## config.mk

```make
export PLATFORM = sky130hd
export DESIGN_NAME = bram_drain_serializer_flat
export DESIGN_NICKNAME = d
export VERILOG_FILES = /design/src/rtl/bram_drain_serializer_if.sv /design/src/rtl/bram_drain_serializer.sv /design/src/flat_wrapper.sv
export SDC_FILE = /design/constraint.sdc
export NUM_CORES = 1
export LEC_CHECK = 0
export CORE_UTILIZATION = 52
export CTS_BUF_LIST = sky130_fd_sc_hd__clkbuf_8
export DETAILED_ROUTE_END_ITERATION = 7
export GPL_TIMING_DRIVEN = 0
export PLACE_DENSITY = 0.9
export SLEW_MARGIN = 20
export SYNTH_ARGS = -nofsm -noshare
export SYNTH_HDL_FRONTEND = slang
export SYNTH_SLANG_ARGS = --single-unit
```

## constraint.sdc

```tcl
create_clock -name clk -period 3.1 [get_ports clk]
set_input_delay 0.93 -clock clk [delete_from_list [all_inputs] [get_ports clk]]
set_output_delay 0.93 -clock clk [all_outputs]
set_load 0.02 [all_outputs]
```

## src/rtl/bram_drain_serializer_if.sv

```systemverilog
// Word stream from the BRAM drain serializer to the host readback path.
// Plain valid/ready handshake carrying one output word per beat.
interface bram_drain_serializer_if #(
    parameter int unsigned WORD_W = 32
);
    logic              m_valid;
    logic              m_ready;
    logic [WORD_W-1:0] m_data;

    modport master (output m_valid, output m_data, input m_ready);
    modport slave  (input m_valid, input m_data, output m_ready);
endinterface

```

## src/rtl/bram_drain_serializer.sv

```systemverilog
// Reads 256-bit activation BRAM lines and streams them out as 32-bit words,
// lowest word first, so host readback sees the original write order.
module bram_drain_serializer #(
    parameter int unsigned DATA_W       = 256,
    parameter int unsigned WORD_W       = 32,
    parameter int unsigned ADDR_W       = 11,
    parameter int unsigned READ_LATENCY = 2
) (
    input  logic                   clk,
    input  logic                   rst_n,
    input  logic                   start_drain,
    input  logic                   reset_addr_counter,
    input  logic [ADDR_W:0]        num_lines,
    output logic                   enb,
    output logic [ADDR_W-1:0]      addrb,
    input  logic [DATA_W-1:0]      doutb,
    output logic                   busy,
    output logic                   drain_done,
    bram_drain_serializer_if.master m
);

    localparam int unsigned LANES  = DATA_W / WORD_W;
    localparam int unsigned LANE_W = $clog2(LANES);
    localparam int unsigned CNT_W  = ADDR_W + 1;
    localparam int unsigned WAIT_W = 2;

    localparam logic [2:0] S_IDLE  = 3'd0;
    localparam logic [2:0] S_ISSUE = 3'd1;
    localparam logic [2:0] S_WAIT  = 3'd2;
    localparam logic [2:0] S_EMIT  = 3'd3;
    localparam logic [2:0] S_DONE  = 3'd4;

    logic [2:0]        state,      state_n;
    logic [ADDR_W-1:0] line_addr,  line_addr_n;
    logic [CNT_W-1:0]  lines_rem,  lines_rem_n;
    logic [LANE_W-1:0] lane,       lane_n;
    logic [WAIT_W-1:0] wait_cnt,   wait_cnt_n;
    logic [DATA_W-1:0] shreg,      shreg_n;
    logic              enb_n;
    logic              m_valid_q,  m_valid_n;
    logic              busy_n;
    logic              drain_done_n;

    assign addrb     = line_addr;
    assign m.m_valid = m_valid_q;
    // The low word of the shift register is always the beat on offer.
    assign m.m_data  = shreg[WORD_W-1:0];

    // Next-state and next-output logic
    always_comb begin
        state_n     = state;
        line_addr_n = line_addr;
        lines_rem_n = lines_rem;
        lane_n      = lane;
        wait_cnt_n  = wait_cnt;
        shreg_n     = shreg;

        case (state)
            S_IDLE: begin
                // Address clear takes effect before a coincident start.
                if (reset_addr_counter) begin
                    line_addr_n = '0;
                end
                if (start_drain) begin
                    if (num_lines != '0) begin
                        lines_rem_n = num_lines;
                        state_n     = S_ISSUE;
                    end else begin
                        state_n = S_DONE;
                    end
                end
            end
            S_ISSUE: begin
                wait_cnt_n = '0;
                state_n    = S_WAIT;
            end
            S_WAIT: begin
                if (wait_cnt == WAIT_W'(READ_LATENCY - 1)) begin
                    shreg_n = doutb;
                    lane_n  = '0;
                    state_n = S_EMIT;
                end else begin
                    wait_cnt_n = wait_cnt + WAIT_W'(1);
                end
            end
            S_EMIT: begin
                if (m_valid_q && m.m_ready) begin
                    shreg_n = shreg >> WORD_W;
                    lane_n  = lane + LANE_W'(1);
                    if (lane == LANE_W'(LANES - 1)) begin
                        line_addr_n = line_addr + ADDR_W'(1);
                        lines_rem_n = lines_rem - CNT_W'(1);
                        state_n     = (lines_rem == CNT_W'(1)) ? S_DONE : S_ISSUE;
                    end
                end
            end
            S_DONE: begin
                state_n = S_IDLE;
            end
            default: begin
                state_n = S_IDLE;
            end
        endcase

        enb_n        = (state_n == S_ISSUE);
        m_valid_n    = (state_n == S_EMIT);
        busy_n       = (state_n == S_ISSUE) || (state_n == S_WAIT) || (state_n == S_EMIT);
        drain_done_n = (state_n == S_DONE);
    end

    // State and registered outputs
    always_ff @(posedge clk or negedge rst_n) begin
        if (!rst_n) begin
            state      <= S_IDLE;
            line_addr  <= '0;
            lines_rem  <= '0;
            lane       <= '0;
            wait_cnt   <= '0;
            shreg      <= '0;
            enb        <= 1'b0;
            m_valid_q  <= 1'b0;
            busy       <= 1'b0;
            drain_done <= 1'b0;
        end else begin
            state      <= state_n;
            line_addr  <= line_addr_n;
            lines_rem  <= lines_rem_n;
            lane       <= lane_n;
            wait_cnt   <= wait_cnt_n;
            shreg      <= shreg_n;
            enb        <= enb_n;
            m_valid_q  <= m_valid_n;
            busy       <= busy_n;
            drain_done <= drain_done_n;
        end
    end

endmodule

```

## src/flat_wrapper.sv

```systemverilog
// flat-port wrapper written by rule: the top's interface ports become plain ports
module bram_drain_serializer_flat 
#(
    parameter int unsigned DATA_W       = 256,
    parameter int unsigned WORD_W       = 32,
    parameter int unsigned ADDR_W       = 11,
    parameter int unsigned READ_LATENCY = 2
)
  (clk, rst_n, start_drain, reset_addr_counter, num_lines, enb, addrb, doutb, busy, drain_done, m_m_valid, m_m_data, m_m_ready);
  bram_drain_serializer_if #(.WORD_W(WORD_W)) m_i ();
  input  logic clk;
  input  logic rst_n;
  input  logic start_drain;
  input  logic reset_addr_counter;
  input  logic [ADDR_W:0] num_lines;
  output logic enb;
  output logic [ADDR_W-1:0] addrb;
  input  logic [DATA_W-1:0] doutb;
  output logic busy;
  output logic drain_done;
  output wire logic [$bits(m_i.m_valid)-1:0] m_m_valid;
  output wire logic [$bits(m_i.m_data)-1:0] m_m_data;
  input wire logic [$bits(m_i.m_ready)-1:0] m_m_ready;
  assign m_m_valid = m_i.m_valid;
  assign m_m_data = m_i.m_data;
  assign m_i.m_ready = m_m_ready;
  bram_drain_serializer #(.DATA_W(DATA_W), .WORD_W(WORD_W), .ADDR_W(ADDR_W), .READ_LATENCY(READ_LATENCY)) u_core (.clk(clk), .rst_n(rst_n), .start_drain(start_drain), .reset_addr_counter(reset_addr_counter), .num_lines(num_lines), .enb(enb), .addrb(addrb), .doutb(doutb), .busy(busy), .drain_done(drain_done), .m(m_i));
endmodule
```

==> results.json, run 1 <==
{
  "place_inst": 2190,
  "fmax_ghz": 0.331,
  "synthFlopType": "dfrtp_1",
  "dr.first_iter.drc_count": 946,
  "r2r-end": "u_core.shreg[121]",
  "rows": 58,
  "reg2reg_depth": 7,
  "via_per_inst": 5.56,
  "powerDensity_nw_per_um2": 1010,
  "synth_enable_flop_cells": 0,
  "timing.critical_path.buf_inv": 4,
  "hp-class": "in -> async",
  "worstSetupPathType": "in -> reg",
  "stdcell_count": 2271,
  "port_buffers": 319,
  "grt_setup_unrepaired": "no",
  "yosysTopAreaCellShare": 0.547,
  "overflow": 0,
  "finalCritPeriodShare": 0.975,
  "synth.net_count": 1817,
  "worstSkewPairLatency_ns": 0.55,
  "postPlaceCellArea_um2": 17000,
  "drive_above_1_share": 0.0629,
  "synthToLayoutAreaGrowth_pct": 35.1,
  "fin_crit_ns": 3.02,
  "path_max_fanout": 10,
  "via_count": 12600,
  "worstPathCellList": "clkdlybuf4s50_1 -> and3_1 -> o21a_1 -> buf_2 -> clkbuf_1 -> clkbuf_1 -> a31oi_1",
  "leakage_uw": 0.00764,
  "ioPinCount": 320,
  "maxSlewViolCount": 0,
  "reg2reg_from": "u_core.state[1]",
  "start_kind": "input pin",
  "synth_top_cell_by_area": "dfrtp_1",
  "grt_util_met2": 0.546,
  "r2r_slack_ns": 0.17,
  "dp_hpwl_mm": 31.7,
  "clk_pin_slew_ns": 0.06,
  "worstPathRequired_ns": 3.48,
  "ys_seq_area_frac": 0.547,
  "end_kind": "register",
  "use_met1": 0.379,
  "grt_start_max_net_pins": 91,
  "die_area_um2": 26200,
  "fin_skew_ns": 0.0196,
  "slowest_delay_ns": 0.57,
  "final_cell_area_um2": 18000,
  "cts_buffers": 47,
  "cts_hold_buf": 0,
  "use_met3": 0.0539,
  "setup_viol": 0,
  "post-route-util": 0.716,
  "cts_root_buf": "clkbuf_8",
  "routed_wirelength_mm": 41.0,
  "grt_usage": 0.313,
  "clock-sinks": 291,
  "grt.busiest_layer": "met2",
  "place.gp.congestion": 0.878,
  "synth_cell_types": 57,
  "synth_seq_cells": 291,
  "ant_nets": 0,
  "drcViolationCount": 0,
  "ys_warn_count": 0,
  "cp_slowest_cell": "clkbuf_1",
  "ys_top_cells_by_area": "dfrtp_1 55%, nand2_1 13%, a31oi_1 11%",
  "critPathArrivalTime_ns": 3.40,
  "grt_pass1_vias": 12800,
  "tritoncts": "done",
  "ir_drop_uv": 519,
  "finalNetCount": 2188,
  "die_h_um": 162,
  "cpMostUsedCell": "clkbuf_1",
  "syn_area_um2": 13300,
  "postSynthAreaPerCell_um2": 8.65,
  "htree_levels": 2,
  "post_drt_wl_per_cell_um": 18.1,
  "syn_inst": 1538,
  "synthTopCellsByCount": "465 x nand2_1, 291 x dfrtp_1, 240 x nor2_1",
  "cap_viol_max_count": 0,
  "initial_core_util": 0.530,
  "cts-resized-gates": 0,
  "max_slew_margin": 0.387,
  "postCtsSetupBuffers": 0,
  "synthMostInstantiatedCell": "nand2_1",
  "first_pass_iters": 5,
  "die-width_um": 162,
  "crit_family": "buffers and inverters",
  "synth-async-reset-ratio": 1.00,
  "clk_path_buf_depth": 3,
  "worstMarginPinSlew_ns": 0.906,
  "power.total_uw": 18100,
  "grt_antenna_before_repair": 2,
  "status": "finished clean",
  "finalHoldViolCount": 0,
  "core-area_um2": 25100,
  "grt_pass1_wl_mm": 64.1
}
-- registers in the layout, indices dropped and copies added, names as in the netlist --
signal,count
u_core.lines_rem,12
u_core.lane,3
u_core.state,3
u_core.m.m_valid,1
u_core.drain_done,1
u_core.enb,1
u_core.wait_cnt,2
u_core.shreg,256
u_core.busy,1
u_core.addrb,11
-- report_power, final --
part / internal, uW / switching, uW / leakage (uW)
combinational: 3160 / 5030 / 0.00376
clock: 1900 / 1490 / 0.000550
sequential: 5530 / 973 / 0.00333
-- cell usage in the layout, fill, tap and decap left out, drive strengths merged, types with 3 or more instances in the layout --
master and instances:
clkdlybuf4s50 318, nand3 8, o221ai 4, buf 54
a21oi 6, or4 5, nor2b 4, clkinv 3
nor3 6, nand4 4, nand2 465, nor2 240
a221o 3, dfrtp 291, o21ai 10, a211oi 3
and3 5, inv 23, ha 6, or3 4
a22o 32, clkbuf 165, nor4 9, o31ai 3
a31oi 228, o2bb2ai 4, xnor2 4
-- layer usage --
metal / wire (um) / vias to the layer above
met5: 16 / -
met3: 3120 / 118
met2: 20300 / 594
li1: - / 5960
met4: 1710 / 2
met1: 15900 / 5949
-- cell families after synthesis --
logic type               share of synthesized area
flip-flops                                   0.547
AO/OA/AOI/OAI                                0.158
buffers and inverters                       0.0559
XOR/XNOR                                   0.00329
AND/OR/NAND/NOR                              0.228
multiplexers                               0.00150
adder cells (fa/ha/maj)                    0.00564
-- worst register-to-register path, cell delays in order (launching register included) --
cell and delay, ns:
dfrtp_1 0.40, buf_2 0.20, nand3b_1 0.23, clkbuf_1 0.51, clkbuf_1 0.76, clkbuf_1 0.45
nand2_1 0.10, a31oi_1 0.19
-- worst max-delay path by stage --
stage	start	endpoint	cells after the start
floorplan	start_drain	u_core.lines_rem[4]	5
global placement	rst_n	u_core.shreg[20]	1
detailed placement	m_m_ready	u_core.shreg[1]	7
CTS	m_m_ready	u_core.shreg[223]	7
global route	m_m_ready	u_core.shreg[1]	7
finish	m_m_ready	u_core.shreg[223]	7
-- metrics by stage --
stage               setup slack [ns]  hold WS (ns)  setup TNS [ns]
floorplan                      0.547         0.443               0
global placement              -10.73         0.454        -3150.86
detailed placement            -0.437         0.477          -47.92
CTS                            0.133         0.280               0
global route                  0.0249         0.301               0
finish                        0.0786         0.289               0
-- cell type report --
type	instances	area (um^2)
sequential	291	7280
fill	1913	7140
multi-input combinational	1085	5280
timing repair buffer	322	3280
clock buffer	64	881
buffer	151	702
tap	330	413
clock inverter	16	90.1
inverter	11	41.3
antenna	1	2.50
(Power assumes the default switching activity.)
==> run 2: changes to the inputs <==
- CELL_PAD_IN_SITES_DETAIL_PLACEMENT: unset -> 0
- CELL_PAD_IN_SITES_GLOBAL_PLACEMENT: unset -> 2
- CORE_UTILIZATION: 52 -> 30
- PLACE_DENSITY: 0.9 -> 0.89
- clock period: 3.1 -> 3.31 ns (I/O delays scaled with it)
==> run 2 against run 1 <==
  * Clock power rose by 8.8%
  * Core utilization fell by 29 points
  * Critical path type unchanged
  * Total power fell by 3.2%
  * Largest power group unchanged
  * Global-route usage fell by 11 points
  * Design area rose by 2.7%
  * Hold slack got worse by 0.0036 ns
  * Register-to-register slack improved by 0.25 ns
  * Critical path depth rose by 1
  * Cell count rose by 12%
  * Non-clock buffer count did not move
  * Sequential power fell by 6.8%
  * Wire length rose by 11%
==> results.json, run 2 (synthesis gave the netlist of run 1 again) <==
{
  "cap_viol_max_count": 0,
  "clock-sinks": 291,
  "dr.first_iter.drc_count": 560,
  "n_fill_cell": 4463,
  "cts_hold_buf": 0,
  "htree_levels": 2,
  "worstMarginPinSlew_ns": 1.03,
  "largest-register": "u_core.shreg",
  "status": "finished clean",
  "tritoncts": "done",
  "dp_hpwl_mm": 35.5,
  "postCtsSetupBuffers": 0,
  "seq_area_um2": 7280,
  "grt_usage": 0.204,
  "clk_pin_slew_ns": 0.06,
  "largest_reg_flops": 256,
  "r2r-end": "u_core.shreg[0]",
  "grt_pass1_wl_mm": 69.9,
  "clk_path_buf_depth": 3,
  "path_max_fanout": 10,
  "maxSlewViolCount": 0,
  "rows": 76,
  "finalHoldViolCount": 0,
  "initial_core_util": 0.306,
  "place.gp.congestion": 0.850,
  "setup_viol": 0,
  "setup_slack_ns": 0.388,
  "die_h_um": 213,
  "pre_cts_slack_ns": -0.546,
  "grt_setup_unrepaired": "no",
  "synthToLayoutAreaGrowth_pct": 38.8,
  "fin_crit_ns": 2.92,
  "hp-class": "in -> async",
  "grt_pass1_vias": 12700,
  "ant_nets": 0,
  "drcViolationCount": 0,
  "via_count": 12000,
  "final_cell_mix": "465 x nand2_1, 318 x clkdlybuf4s50_1, 291 x dfrtp_1",
  "ioPinCount": 320,
  "powerDensity_nw_per_um2": 949,
  "r2r_slack_ns": 0.42,
  "via_per_inst": 4.72,
  "final_common_cell": "nand2_1",
  "die-width_um": 213,
  "drive_above_1_share": 0.0716,
  "core-area_um2": 43500,
  "first_pass_iters": 5,
  "leakage_uw": 0.00773,
  "worstSkewPairLatency_ns": 0.62,
  "fmax_ghz": 0.342,
  "start_kind": "input pin",
  "grt_start_max_net_pins": 97,
  "critPathArrivalTime_ns": 3.43,
  "post-route-util": 0.425,
  "ir_drop_uv": 313,
  "worstPathRequired_ns": 3.82,
  "max_slew_margin": 0.306,
  "finalNetCount": 2193,
  "finalCritPeriodShare": 0.883,
  "reg2reg_depth": 7,
  "cts_root_buf": "clkbuf_8",
  "die_area_um2": 45200,
  "multi_input_area_um2": 5280,
  "overflow": 0,
  "routed_wirelength_mm": 45.5,
  "grt_antenna_before_repair": 12,
  "end_kind": "register",
  "reg2reg_from": "u_core.state[2]",
  "cts_buffers": 52,
  "fin_skew_ns": 0.0311,
  "port_buffers": 319,
  "post_drt_wl_per_cell_um": 17.9,
  "worstSetupPathType": "in -> reg"
}
-- run 2: report_power, final --
part	leakage, uW	internal (uW)	total [uW]	switching (uW)
logic	0.00376	2960	7760	4800
registers	0.00333	5180	6070	883
clock network	0.000632	2110	3700	1590
total	0.00773	10300	17500	7280
-- run 2: routing by layer --
layer	part of all wire	up-vias	track usage	wire length [um]
met5	0.0031	-	0	143
met4	0.029	22	0.0772	1310
met3	0.060	104	0.0507	2730
met2	0.48	314	0.350	22000
met1	0.42	5562	0.244	19300
li1	-	5996	-	-
-- run 2: how the worst max path moves through the flow --
stage                          startpoint             endpoint  slack, ns  cells past startpoint
final                           m_m_ready    u_core.shreg[137]       0.39                      8
after detailed placement        m_m_ready      u_core.shreg[3]      -0.55                      7
after global placement              rst_n      u_core.shreg[1]     -11.61                      1
after CTS                 u_core.state[2]    u_core.shreg[124]       0.12                      7
after global routing      u_core.state[2]    u_core.shreg[221]       0.14                      7
after floorplan               start_drain  u_core.lines_rem[4]       0.69                      5
-- run 2: final cells by class --
| type | instances | share of cell area |
|---|---|---|
| antenna | 1 | 0.000136 |
| buffer | 151 | 0.0381 |
| clock buffer | 66 | 0.0492 |
| clock inverter | 28 | 0.0126 |
| inverter | 11 | 0.00224 |
| multi-input combinational | 1085 | 0.286 |
| sequential | 291 | 0.394 |
| tap | 585 | 0.0396 |
| timing repair buffer | 322 | 0.178 |
-- run 2: per-stage QoR --
| stage | std cells | TNS, ns | area [um^2] | hold WS, ns | power (uW) |
|---|---|---|---|---|---|
| after floorplan | 1538 | 0 | 13300 | 0.443 | 11100 |
| after global placement | 2442 | -3421.81 | 17200 | 0.454 | 13900 |
| after detailed placement | 2445 | -51.77 | 17300 | 0.474 | 14100 |
| after CTS | 2539 | 0 | 18500 | 0.252 | 17800 |
| after global routing | 2539 | 0 | 18500 | 0.273 | 19100 |
| final | 2540 | 0 | 18500 | 0.285 | 17500 |
-- run 2: what timing repair did --
| item | 4_1_cts | 5_1_grt |
|---|---|---|
| setup endpoints to repair | 0 | 6 |
| resized for setup | 0 | 6 |
| hold endpoints to repair | 0 | 0 |
-- run 2: worst max-delay path: stages --
cell	delay, ns
clkdlybuf4s50_1	0.48
and3_1	0.21
o21a_1	0.21
buf_2	0.29
clkbuf_1	0.52
clkbuf_1	0.47
nor2_1	0.08
a31oi_1	0.17
==> run 3: changes to the inputs <==
- GPL_TIMING_DRIVEN: 0 -> 1
==> run 3 against run 2 <==
  * Die area did not move
  * Combinational power fell by 8.0%
  * Sequential cell count did not move
  * Via count down 3.8%
  * Critical path depth shrank 7
  * Cell count decreased by 4.7%
  * Maximum frequency is 7.0% higher
  * Core utilization fell by 1.1 points
  * Global-route usage decreased by 3.3 points
==> results.json, run 3 (synthesis gave the netlist of run 1 again) <==
{
  "n_fill_cell": 4452,
  "first_pass_iters": 5,
  "powerDensity_nw_per_um2": 914,
  "drive_above_1_share": 0.0660,
  "timing.critical_path.buf_inv": 1,
  "port_buffers": 319,
  "whs_ns": 0.351,
  "cts_buffers": 52,
  "path_max_fanout": 7,
  "grt_start_max_net_pins": 113,
  "clock-sinks": 291,
  "final_cell_mix": "465 x nand2_1, 318 x clkdlybuf4s50_1, 291 x dfrtp_1",
  "via_per_inst": 4.77,
  "cp_slowest_cell": "clkdlybuf4s50_1",
  "largest_reg_flops": 256,
  "postCtsSetupBuffers": 0,
  "post_drt_wl_per_cell_um": 16.0,
  "overflow": 0,
  "fin_crit_ns": 2.73,
  "cts_root_buf": "clkbuf_8",
  "htree_levels": 2,
  "cap_viol_max_count": 0,
  "clk_path_buf_depth": 3,
  "largest-register": "u_core.shreg",
  "hp-class": "in -> async",
  "drcViolationCount": 0,
  "grt_antenna_before_repair": 2,
  "initial_core_util": 0.306,
  "grt_setup_unrepaired": "no",
  "dr.first_iter.drc_count": 832,
  "routed_wirelength_mm": 38.8,
  "via_count": 11500,
  "grt_pass1_wl_mm": 61.2,
  "worstSetupPathType": "reg -> out",
  "ioPinCount": 320,
  "ir_drop_uv": 597,
  "maxSlewViolCount": 0,
  "die_h_um": 213,
  "grt_usage": 0.171,
  "place.gp.congestion": 0.805,
  "status": "finished clean",
  "die_area_um2": 45200,
  "core-area_um2": 43500,
  "post-route-util": 0.414,
  "start_kind": "register",
  "tritoncts": "done",
  "synthToLayoutAreaGrowth_pct": 35.2,
  "worstMarginPinSlew_ns": 0.787,
  "leakage_uw": 0.00758,
  "cts-resized-gates": 0,
  "crit_family": "buffers and inverters",
  "fmax_ghz": 0.366,
  "clk_pin_slew_ns": 0.06,
  "grt_pass1_vias": 11400,
  "dp_hpwl_mm": 26.8,
  "final_common_cell": "nand2_1",
  "finalCritPeriodShare": 0.825,
  "worstPathCellList": "clkdlybuf4s50_1",
  "critPathArrivalTime_ns": 1.74,
  "worstSkewPairLatency_ns": 0.62,
  "max_slew_margin": 0.475,
  "slowest_delay_ns": 0.65,
  "fin_skew_ns": 0.0342,
  "finalNetCount": 2078,
  "ant_nets": 0,
  "cts_hold_buf": 0,
  "worstPathRequired_ns": 2.32,
  "fin_tns_setup_ns": 0,
  "setup_viol": 0,
  "rows": 76,
  "finalHoldViolCount": 0,
  "end_kind": "output port",
  "die-width_um": 213
}
## run 3: changes by cell type in the layout (fill, tap and decap cells not counted), moves of 5 or more
cell / before / now
buf_2: 5 / 0
buf_12: 0 / 13
inv_1: 21 / 31
buf_4: 32 / 26
clkbuf_1: 98 / 0
clkbuf_8: 66 / 61
buf_1: 12 / 0
clkinv_2: 12 / 3
## run 3: final cells by class
| cell class | count | area, um^2 | area share |
|---|---|---|---|
| Sequential cell | 291 | 7280 | 0.405 |
| Multi-Input combinational cell | 1085 | 5300 | 0.294 |
| Timing Repair Buffer | 358 | 3650 | 0.203 |
| Clock buffer | 61 | 840 | 0.0467 |
| Tap cell | 585 | 732 | 0.0407 |
| Clock inverter | 26 | 136 | 0.00758 |
| Inverter | 11 | 41.3 | 0.00230 |
| Antenna cell | 3 | 7.51 | 0.000417 |
## run 3: metrics by stage
step	power [uW]	setup slack (ns)	area (um^2)	instances
after floorplan	11100	0.694	13300	1538
after global placement	13200	0.259	17000	2330
after detailed placement	13400	0.236	17000	2330
after CTS	16700	0.496	18000	2417
after global routing	17900	0.473	18000	2419
final	16400	0.580	18000	2420
## run 3: power breakdown
part / switching [uW] / leakage, uW / internal (uW)
sequential: 890 / 0.00333 / 5180
combinational: 4310 / 0.00367 / 2840
clock: 1490 / 0.000576 / 1730
## run 3: worst paths after layout
kind	slack [ns]	cells after the start	to	startpoint
min	0.35	1	u_core.shreg[250]	rst_n
max in group asynchronous	2.06	2	u_core.shreg[2]	rst_n
max	0.58	1	addrb[3]	u_core.addrb[3]
min reg2reg	0.48	2	u_core.lane[1]	u_core.lane[1]
min in group clk	0.48	2	u_core.lane[1]	u_core.lane[1]
max reg2reg	0.97	6	u_core.drain_done	u_core.lines_rem[1]
## run 3: metal layers
metal | vias to the layer above | wire length, um | part of all wire | global-route usage
met1 | 5426 | 18800 | 0.49 | 0.245
met4 | 0 | 792 | 0.020 | 0.0620
met3 | 50 | 2640 | 0.068 | 0.0419
met5 | - | 0 | 0 | 0
li1 | 5748 | - | - | -
met2 | 318 | 16500 | 0.43 | 0.247
